===== src/rtl/virtual_ds2431_byte_seq_tx.sv =====
// virtual_ds2431_byte_seq_tx: streams a byte window of a snapshot vector to the 1-Wire byte transceiver
// Ports: clk/rst (sync, active-high); txData source bytes (byte k = txData[8k+7:8k]);
//   startIdx/byteCount select the window at start; cmdRunTrig rising edge starts/restarts;
//   abort level cancels; ByteTransDone rising edge acks a byte; sentDat/transTrig drive the
//   transceiver; nRxTx fixed to transmit; cmdDone/busy/bytesSent report progress.
// Optional: define VDS2431_SEQ_CRC8_EN to append a Dallas CRC8 byte after the data bytes.
module virtual_ds2431_byte_seq_tx #(
  parameter int DATA_BYTES = 8,
  parameter int IDX_W = 3,
  parameter logic [7:0] IDLE_DAT = 8'hFF
) (
  input  logic                    clk,
  input  logic                    rst,
  input  logic [8*DATA_BYTES-1:0] txData,
  input  logic [IDX_W-1:0]        startIdx,
  input  logic [IDX_W:0]          byteCount,
  input  logic                    cmdRunTrig,
  input  logic                    abort,
  input  logic                    ByteTransDone,
  output logic [7:0]              sentDat,
  output logic                    transTrig,
  output logic                    nRxTx,
  output logic                    cmdDone,
  output logic                    busy,
  output logic [IDX_W:0]          bytesSent
);
  typedef enum logic [2:0] {
    S_IDLE, S_LOAD, S_WAIT, S_DONE
`ifdef VDS2431_SEQ_CRC8_EN
    , S_CRC_LOAD, S_CRC_WAIT
`endif
  } state_t;
`ifdef VDS2431_SEQ_CRC8_EN
  localparam state_t LP_AFTER = S_CRC_LOAD;
  function automatic logic [7:0] crc8(input logic [7:0] c, input logic [7:0] d);
    logic [7:0] r;
    r = c;
    for (int i = 0; i < 8; i++) r = (r[0] ^ d[i]) ? ((r >> 1) ^ 8'h8C) : (r >> 1);
    return r;
  endfunction
  logic [7:0] r_crc, w_crc;
`else
  localparam state_t LP_AFTER = S_DONE;
`endif
  localparam logic [IDX_W:0] LP_NB = (IDX_W+1)'(DATA_BYTES);
  localparam logic [IDX_W:0] LP_ONE = (IDX_W+1)'(1);
  state_t r_state, w_state;
  logic [8*DATA_BYTES-1:0] r_snap, w_snap;
  logic [IDX_W-1:0] r_idx, w_idx;
  logic [IDX_W:0] r_rem, w_rem, r_sent, w_sent, w_avail, w_eff;
  logic [7:0] r_dat, w_dat, w_byte;
  logic r_trig, w_trig, r_done, w_done, r_busy, w_busy;
  logic r_cmd_prev, r_btd_prev, w_start, w_btd;
  assign w_start = cmdRunTrig & ~r_cmd_prev;
  assign w_btd = ByteTransDone & ~r_btd_prev;
  assign w_avail = LP_NB - {1'b0, startIdx};
  // Windows that run past the end are clamped, never wrapped.
  assign w_eff = ({1'b0, startIdx} >= LP_NB) ? '0 : (byteCount < w_avail ? byteCount : w_avail);
  assign w_byte = 8'(r_snap >> {r_idx, 3'b000});
  always_comb begin
    w_state = r_state;
    w_snap = r_snap;
    w_idx = r_idx;
    w_rem = r_rem;
    w_sent = r_sent;
    w_dat = r_dat;
    w_trig = 1'b0;
    w_done = r_done;
    w_busy = r_busy;
`ifdef VDS2431_SEQ_CRC8_EN
    w_crc = r_crc;
`endif
    if (abort) begin
      w_state = S_IDLE;
      w_busy = 1'b0;
      w_done = 1'b0;
      w_dat = IDLE_DAT;
    end else if (w_start) begin
      // A restart drops any in-flight byte; a coincident ack edge is ignored.
      w_snap = txData;
      w_idx = startIdx;
      w_rem = w_eff;
      w_sent = '0;
      w_done = 1'b0;
      w_busy = 1'b1;
`ifdef VDS2431_SEQ_CRC8_EN
      w_crc = 8'h00;
`endif
      w_state = (w_eff != '0) ? S_LOAD : LP_AFTER;
    end else begin
      case (r_state)
        S_IDLE: w_dat = IDLE_DAT;
        S_LOAD: begin
          w_dat = w_byte;
          w_trig = 1'b1;
          w_state = S_WAIT;
        end
        S_WAIT: if (w_btd) begin
          w_idx = r_idx + 1'b1;
          w_rem = r_rem - LP_ONE;
          w_sent = r_sent + LP_ONE;
`ifdef VDS2431_SEQ_CRC8_EN
          w_crc = crc8(r_crc, r_dat);
`endif
          w_state = (r_rem > LP_ONE) ? S_LOAD : LP_AFTER;
        end
`ifdef VDS2431_SEQ_CRC8_EN
        S_CRC_LOAD: begin
          w_dat = r_crc;
          w_trig = 1'b1;
          w_state = S_CRC_WAIT;
        end
        S_CRC_WAIT: w_state = w_btd ? S_DONE : S_CRC_WAIT;
`endif
        S_DONE: begin
          w_done = 1'b1;
          w_busy = 1'b0;
          w_dat = IDLE_DAT;
          w_state = S_IDLE;
        end
        default: w_state = S_IDLE;
      endcase
    end
  end
  always_ff @(posedge clk) begin
    if (rst) begin
      r_state <= S_IDLE;
      r_snap <= '0;
      r_idx <= '0;
      r_rem <= '0;
      r_sent <= '0;
      r_dat <= IDLE_DAT;
      r_trig <= 1'b0;
      r_done <= 1'b0;
      r_busy <= 1'b0;
      r_cmd_prev <= 1'b0;
      r_btd_prev <= 1'b0;
    end else begin
      r_state <= w_state;
      r_snap <= w_snap;
      r_idx <= w_idx;
      r_rem <= w_rem;
      r_sent <= w_sent;
      r_dat <= w_dat;
      r_trig <= w_trig;
      r_done <= w_done;
      r_busy <= w_busy;
      r_cmd_prev <= cmdRunTrig;
      r_btd_prev <= ByteTransDone;
    end
  end
`ifdef VDS2431_SEQ_CRC8_EN
  always_ff @(posedge clk) r_crc <= rst ? 8'h00 : w_crc;
`endif
  assign sentDat = r_dat;
  assign transTrig = r_trig;
  assign nRxTx = 1'b1;
  assign cmdDone = r_done;
  assign busy = r_busy;
  assign bytesSent = r_sent;
endmodule


===== config.mk =====
export PLATFORM = sky130hd
export DESIGN_NAME = virtual_ds2431_byte_seq_tx
export DESIGN_NICKNAME = d
export VERILOG_FILES = /design/src/rtl/virtual_ds2431_byte_seq_tx.sv
export SDC_FILE = /design/constraint.sdc
export NUM_CORES = 1
export LEC_CHECK = 0
export BUFFER_PORTS_ARGS = -buffer_cell sky130_fd_sc_hd__buf_2
export CAP_MARGIN = 20
export CORE_UTILIZATION = 58
export CTS_CLUSTER_DIAMETER = 120
export DETAILED_ROUTE_END_ITERATION = 8
export PLACE_DENSITY = 0.84
export REMOVE_ABC_BUFFERS = 1
export SLEW_MARGIN = 20
export SYNTH_ARGS = -nofsm -noshare
export SYNTH_HDL_FRONTEND = slang
export SYNTH_SLANG_ARGS = --single-unit

===== constraint.sdc =====
create_clock -name clk -period 5.95 [get_ports clk]
set_input_delay 0.595 -clock clk [delete_from_list [all_inputs] [get_ports clk]]
set_output_delay 0.595 -clock clk [all_outputs]
set_load 0.05 [all_outputs]

---- After elaboration in Yosys (flattened, before gate mapping) ----
Cells that the tools add are included.
Widths: inputs -> output; s select.
storage, ports and cells
  register bits ........................... 91
  bits of input ports ..................... 76
  output and inout bits ................... 16
  logic and storage cells ................. 61
cells by class
  $add $sub $neg .......................... 4
  order comparisons ....................... 2
  eq/ne operators ......................... 5
  shift operators ......................... 1
  mux-type cells .......................... 19
  bitwise operators ....................... 6
  reduce and logical (&&, ||, !) cells .... 13
operators with widths
  cell                 number
  $shr 64x6->8         1
  $mux 4               7
  $pmux 8 s2           1
  $mux 3               5
  $pmux 3 s3           1
  $reduce_bool 2->1    4
  $eq 3x2->1 const B   2
  $reduce_and 2->1     3
  $add 4x1->4 const B  1
  $gt 4x1->1 const B   1
  $lt 4x4->1           1
  $mux 2               2
  $not 1->1            4
  $reduce_bool 4->1    1
  $reduce_or 2->1      2
  $sub 4x1->4 const B  1
  $sub 4x3->4 const A  1
  $add 3x1->3 const B  1
  $eq 3x1->1 const B   1
  $logic_not 3->1      1
  $mux 1               3
  $ne 3x3->1 const B   1
  $reduce_and 3->1     1
  $reduce_or 3->1      1
  other kinds (2)      3

---- Logic depth before layout (Yosys ltp) ----
Gate-level depths: netlist of the first run.
  word-level depth ........................ 6
  gate-level depth with buffers ........... 9
  gate-level depth less buffers ........... 9

---- Least setup slack after synthesis of the first run ----
OpenSTA, ideal clock, no wires.
  path kind ............................... input -> register
  start point ............................. input startIdx[0]
  end point ............................... register r_rem[2]
  library setup time ...................... 0.120 ns
  arrival ................................. 2.332 ns
  data required time ...................... 5.830 ns
  setup slack ............................. 3.498 ns
  stages on the path ...................... 9
  buffers on the path ..................... 0
  cells stage by stage .................... inv_1 ha_1 xnor2_1 inv_1 ha_1 o211ai_1 o21ai_1 mux2_2 a211o_1
on the way
  cells in the longest elaborated chain, start to end .. 4
ends and longest elaborated chain
  element                 RTL line  source
  start: declaration      15        input logic [IDX_W-1:0] startIdx,
  $sub 4x3->4 *           56        assign w_avail = LP_NB - {1'b0, startIdx};
  $lt 4x4->1              58        assign w_eff = ({1'b0, startIdx} >= LP_NB) ? '0 : (byteCount < w_avail ? byteCount : w_avail);
  $mux 4 *                58
  $mux 4 *                78        end else if (w_start) begin
  end signal: assignment  142       r_rem <= w_rem;
  end: declaration        50        logic [IDX_W:0] r_rem, w_rem, r_sent, w_sent, w_avail, w_eff;
Every way passes the cells marked *; elsewhere a longest branch is shown, timed or not.
A chain may end at the register's enable or synchronous reset.

---- Worst setup path in the final report of the first run ----
Same ends and word-level chain as after synthesis.

==> metrics.txt, run 1 <==
initial core utilization 0.5970; setup TNS 0 ps; fin crit period 2501 ps; period utilization 0.4203; post-synthesis sequential area ratio 0.4467; Mapped Area 4034 um^2; Antenna Nets Post-Route 0; total power draw 1.213 mW; Clock Sinks 90; CP Class input pin to flip-flop; grt ovf 0; # rows 30; Slew @ Worst Pin 909.6 ps; r2r startpoint r_cmd_prev; most frequent cell after synthesis nand2_1; # hold bufs at CTS 0; Total Wirelength 8796 um; Layout area overhead 16.01%; final hold slack 456.2 ps; Fmax 399.9 MHz; Primary FF master, synth dfxtp_1; CP Launch Type input pin; number of global-route vias before repair 3387; total of max-cap violations 0; Final Hold Fails 0; relative slew slack 0.3895; RSZ-0062 raised after global routing no; top cells by count, synth nand2_1, dfxtp_1, a21oi_1; Setup crit start startIdx[0]; wire length of the first global-routing pass 14780 um; synth top area cells dfxtp_1, nand2_1, a21oi_1; layout cell share with drive strength beyond 1 0.2523; NumNets Final 631; Slew Viols, Final 0; final non-filler cell total 627; via count 3454; Total GRT Usage 0.2581; Arr. time, crit path 2730 ps; Placed Instances approximately 600; Core ar. 6756 um^2; routed wire length per instance 14.03 um; die area 7292 um^2; outcome complete, no violations; DRT Pass-1 Iters 4; synthesized flop and latch total 90; worst skew pair latency 340 ps; synth unique cells 46; Hold Path Origin r_snap[47]; PwrDens 259.1 nW/um^2; FF-to-FF path depth 5; clk buf depth 2; Worst VDD drop around 0.00019 V; post-DP HPWL 5944 um; area fraction of the dominant cell type after synthesis 0.4467; initial antenna violation count 0; Worst Path Max Fanout 6; Crit. End Element flip-flop; # diodes 0; die width 85.40 um; Post-synth ARST share 0; Critical Path RT ~6200 ps; CTS tree done; syn avg cell area 8.601 um^2; Die Ht between 80 and 90 um; Gate Count Post-Synth 469; # Post-CTS Setup Buffers 0; clk root buf clkbuf_8; # port buffers 90; Yosys warnings 0; P_leak 1.844 nW; worst hold path class flip-flop to flip-flop; Top Ports 92; Initial DRC Count 214; # DRC 0; Post-CTS Resized 0; worst hold stages 2; CTS Buf Count 9; Max Clock Skew 7.977 ps; number of setup violations in the final report 0; EDFF count, synth 0; H-tree depth 3; routability cong. around 0.85; fin util 0.6926; vias per cell 5.509; Worst-path clk slew around 90 ps; Synth area leader dfxtp_1; pin count of the biggest net entering global routing 84
per-layer routing:
metal	vias to the layer above	wire (um)	global-route usage
li1	1733	-	-
met2	108	4407	0.4516
met1	1606	3785	0.3132
met5	-	0	0
met4	0	85	0.1015
met3	7	517	0.05156
through the flow:
step | worst slack, ps | instance area [um^2]
finish | 3449 | 4679
detailed placement | 3117 | 4477
global route | 3368 | 4679
floorplan | 2690 | 3879
global placement | 3265 | 4477
CTS | 3491 | 4679
where the power goes:
part           switching [mW]  internal, mW  leakage, nW
Clock                   0.213         0.207        0.103
Combinational          0.0841        0.0660         1.01
Sequential             0.0167         0.627        0.734
cell type report:
| type | instances | area [um^2] |
|---|---|---|
| repair buffers | 95 | 488.0 |
| clock buffers | 10 | 137.6 |
| well taps | 80 | 100.1 |
| fillers | 557 | 2077 |
| flip-flops and latches | 90 | 1802 |
| inverters | 12 | 45.04 |
| multi-input cells | 334 | 2042 |
| clock inverters | 6 | 65.06 |
cell families (layout without fill, tap and decap cells):
logic type	after synthesis	after routing	synth area share
XOR/XNOR	3	3	0.006515
other	1	1	0.0009296
AND/OR/NAND/NOR	184	184	0.1901
AO/OA/AOI/OAI	106	106	0.1486
buffers and inverters	45	123	0.04963
adder cells (fa/ha/maj)	13	13	0.04032
multiplexers	27	27	0.1172
flip-flops	90	90	0.4467
worst paths after layout:
check        slack (ps)          to
max                3450    r_rem[2]
min                 460  r_snap[47]
max reg2reg        3780   r_snap[5]
min reg2reg         460  r_snap[47]
state kept, by name, indices dropped and copies added (netlist names):
name / cells
busy: 1
bytesSent: 4
cmdDone: 1
r_btd_prev: 1
r_cmd_prev: 1
r_idx: 3
r_rem: 4
r_snap: 64
r_state: 2
sentDat: 8
transTrig: 1
placed cells by master (no fill, tap or decap), drive strengths merged, types with 3 or more instances in the layout:
cell and count:
o21ai 5, dfxtp 90, buf 95, a21oi 83, nand2b 3, clkinv 3
o32ai 3, nand2 137, nor2 22, clkbuf 10, nand3b 3, inv 13
nor2b 3, ha 13, mux2i 9, nor3 6, mux4 16
worst max-delay path: stages:
cell,delay (ps)
buf_2,140
inv_1,70
ha_1,210
xnor2_1,200
inv_1,70
ha_1,270
o211ai_1,110
o21ai_1,350
mux2_2,410
a211o_1,300
No activity file was read; power rests on OpenSTA's default activity.
==> run 2, diff against run 1 <==
--- a/config.mk
+++ b/config.mk
@@ -7,10 +7,10 @@
 export LEC_CHECK = 0
 export BUFFER_PORTS_ARGS = -buffer_cell sky130_fd_sc_hd__buf_2
 export CAP_MARGIN = 20
-export CORE_UTILIZATION = 58
+export CORE_UTILIZATION = 49
 export CTS_CLUSTER_DIAMETER = 120
 export DETAILED_ROUTE_END_ITERATION = 8
-export PLACE_DENSITY = 0.84
+export PLACE_DENSITY = 0.75
 export REMOVE_ABC_BUFFERS = 1
 export SLEW_MARGIN = 20
 export SYNTH_ARGS = -nofsm -noshare
==> constraint.sdc (replaced) <==
create_clock -name clk -period 2.24 [get_ports clk]
set_input_delay 0.224 -clock clk [delete_from_list [all_inputs] [get_ports clk]]
set_output_delay 0.224 -clock clk [all_outputs]
set_load 0.05 [all_outputs]
==> run 2 against run 1 <==
Global-route usage fell by 4.0 points; clock-buffer cell count did not move; clock power rose to 2.6 times the previous value; setup slack got worse by 3100 ps; critical path depth did not move; clock skew rose by 3.1 ps; register-to-register slack got worse by 3300 ps; total power rose to 2.6 times the previous value; die area rose by 18%; highest routed layer unchanged; via count rose by 1.9%; sequential share of layout area fell by 0.80 points.
==> metrics.txt, run 2 (synthesis gave the netlist of run 1 again) <==
Top Ports 92; worst hold path class input pin to flip-flop; DRT Pass-1 Iters 5; Final WS setup 301.1 ps; # Post-CTS Setup Buffers 0; clk buf depth 2; routability cong. approximately 0.85; Layout area overhead 18.46%; cell area after layout ~4800 um^2; number of global-route vias before repair 3317; CTS Buf Count 9; post-DP HPWL a little over 6000 um; period utilization 0.8656; outcome complete, no violations; die width 92.73 um; Total GRT Usage 0.2176; via count 3520; pre-CTS setup slack -45.88 ps; grt ovf 0; Post-CTS Resized 0; CP max stage cell mux2_2; initial antenna violation count 0; Worst-path clk slew 90 ps; Worst Path Max Fanout 6; Core ar. approximately 7800 um^2; total of max-cap violations 0; die area approximately 8600 um^2; number of setup violations in the final report 0; max reg flops 64; crit-path max cell delay a little under 400 ps; area of the multi-input gates between 2000 and 2500 um^2; # DRC 0; # rows 32; Placed Instances 642; register area 1802 um^2; final hold slack 103.1 ps; final non-filler cell total 658; relative slew slack 0.4450; most frequent cells in the layout nand2_1, dfxtp_1, buf_2; commonest non-fill, non-tap cell in the layout nand2_1; fin crit period 1939 ps; pin count of the biggest net entering global routing 49; WP buf/inv 3; # diodes 0; Final Hold Fails 0; Fillers 733; Slew Viols, Final 0; CP Class input pin to flip-flop; Clock Sinks 90; wire length of the first global-routing pass 14770 um; CP delay by family, top compound AO/OA/AOI/OAI gates; CP Launch Type input pin; layout cell share with drive strength beyond 1 0.2626; Max Clock Skew 11.11 ps; worst skew pair latency 350 ps; NumNets Final 640; # port buffers 90; Crit. End Element flip-flop; Slew @ Worst Pin slightly above 800 ps; initial core utilization 0.5140; # hold bufs at CTS 0; P_leak around 1.9 nW; Total Wirelength roughly 8900 um; Die Ht 92.73 um; setup TNS 0 ps; clk root buf clkbuf_8; routed wire length per instance between 10 and 15 um; H-tree depth 3; fin util 0.6089; vias per cell between 5 and 6; register with the most flip-flops r_snap; Arr. time, crit path ~2200 ps; critical-path cell list buf_2, inv_1, ha_1, xnor2_1, inv_1, ha_1, o211ai_1, o21ai_1, mux2_2, a211o_1; total power draw 3.209 mW; Antenna Nets Post-Route 0; Worst VDD drop 0.0003384 V; PwrDens 671.5 nW/um^2; Critical Path RT 2470 ps; CTS tree done; Initial DRC Count 144; Fmax 515.8 MHz; RSZ-0062 raised after global routing no; dpl cell area 4584 um^2
## run 2: cell count changes in the layout (fill, tap and decap cells not counted)
cell / before / now
buf_4: 5 / 13
clkinvlp_4: 1 / 3
buf_12: 0 / 1
clkbuf_1: 0 / 1
clkbuf_8: 10 / 9
clkinv_2: 2 / 1
clkinv_4: 1 / 0
## run 2: final timing paths
| path | from | to | slack [ps] | cells after the start |
|---|---|---|---|---|
| setup reg to reg | r_cmd_prev | sentDat[0] | 520 | 5 |
| setup / recovery | startIdx[0] | r_rem[2] | 300 | 10 |
| hold reg to reg | r_snap[16] | r_snap[16] | 460 | 2 |
| hold / removal | txData[12] | r_snap[12] | 100 | 3 |
## run 2: report_power, final
group / switching [mW] / internal, mW / leakage (nW) / total, mW
sequential: 0.0338 / 1.66 / 0.734 / 1.70
clock: 0.569 / 0.518 / 0.0889 / 1.09
combinational: 0.235 / 0.188 / 1.06 / 0.423
## run 2: layout make-up
type / instances / share of cell area
inverter: 12 / 0.009427
clock inverter: 6 / 0.01388
tap: 102 / 0.02671
clock buffer: 10 / 0.02671
timing repair buffer: 104 / 0.1189
sequential: 90 / 0.3771
multi-input combinational: 334 / 0.4273
## run 2: metal layers
layer	GRT usage	share of wire
met1	0.2799	0.44
met2	0.3648	0.48
met3	0.04762	0.064
met4	0.06795	0.013
met5	0	0
## run 2: tightest hold or removal path, stage by stage
cell and delay (ps):
buf_2 90, nand2_1 40, a21oi_1 50
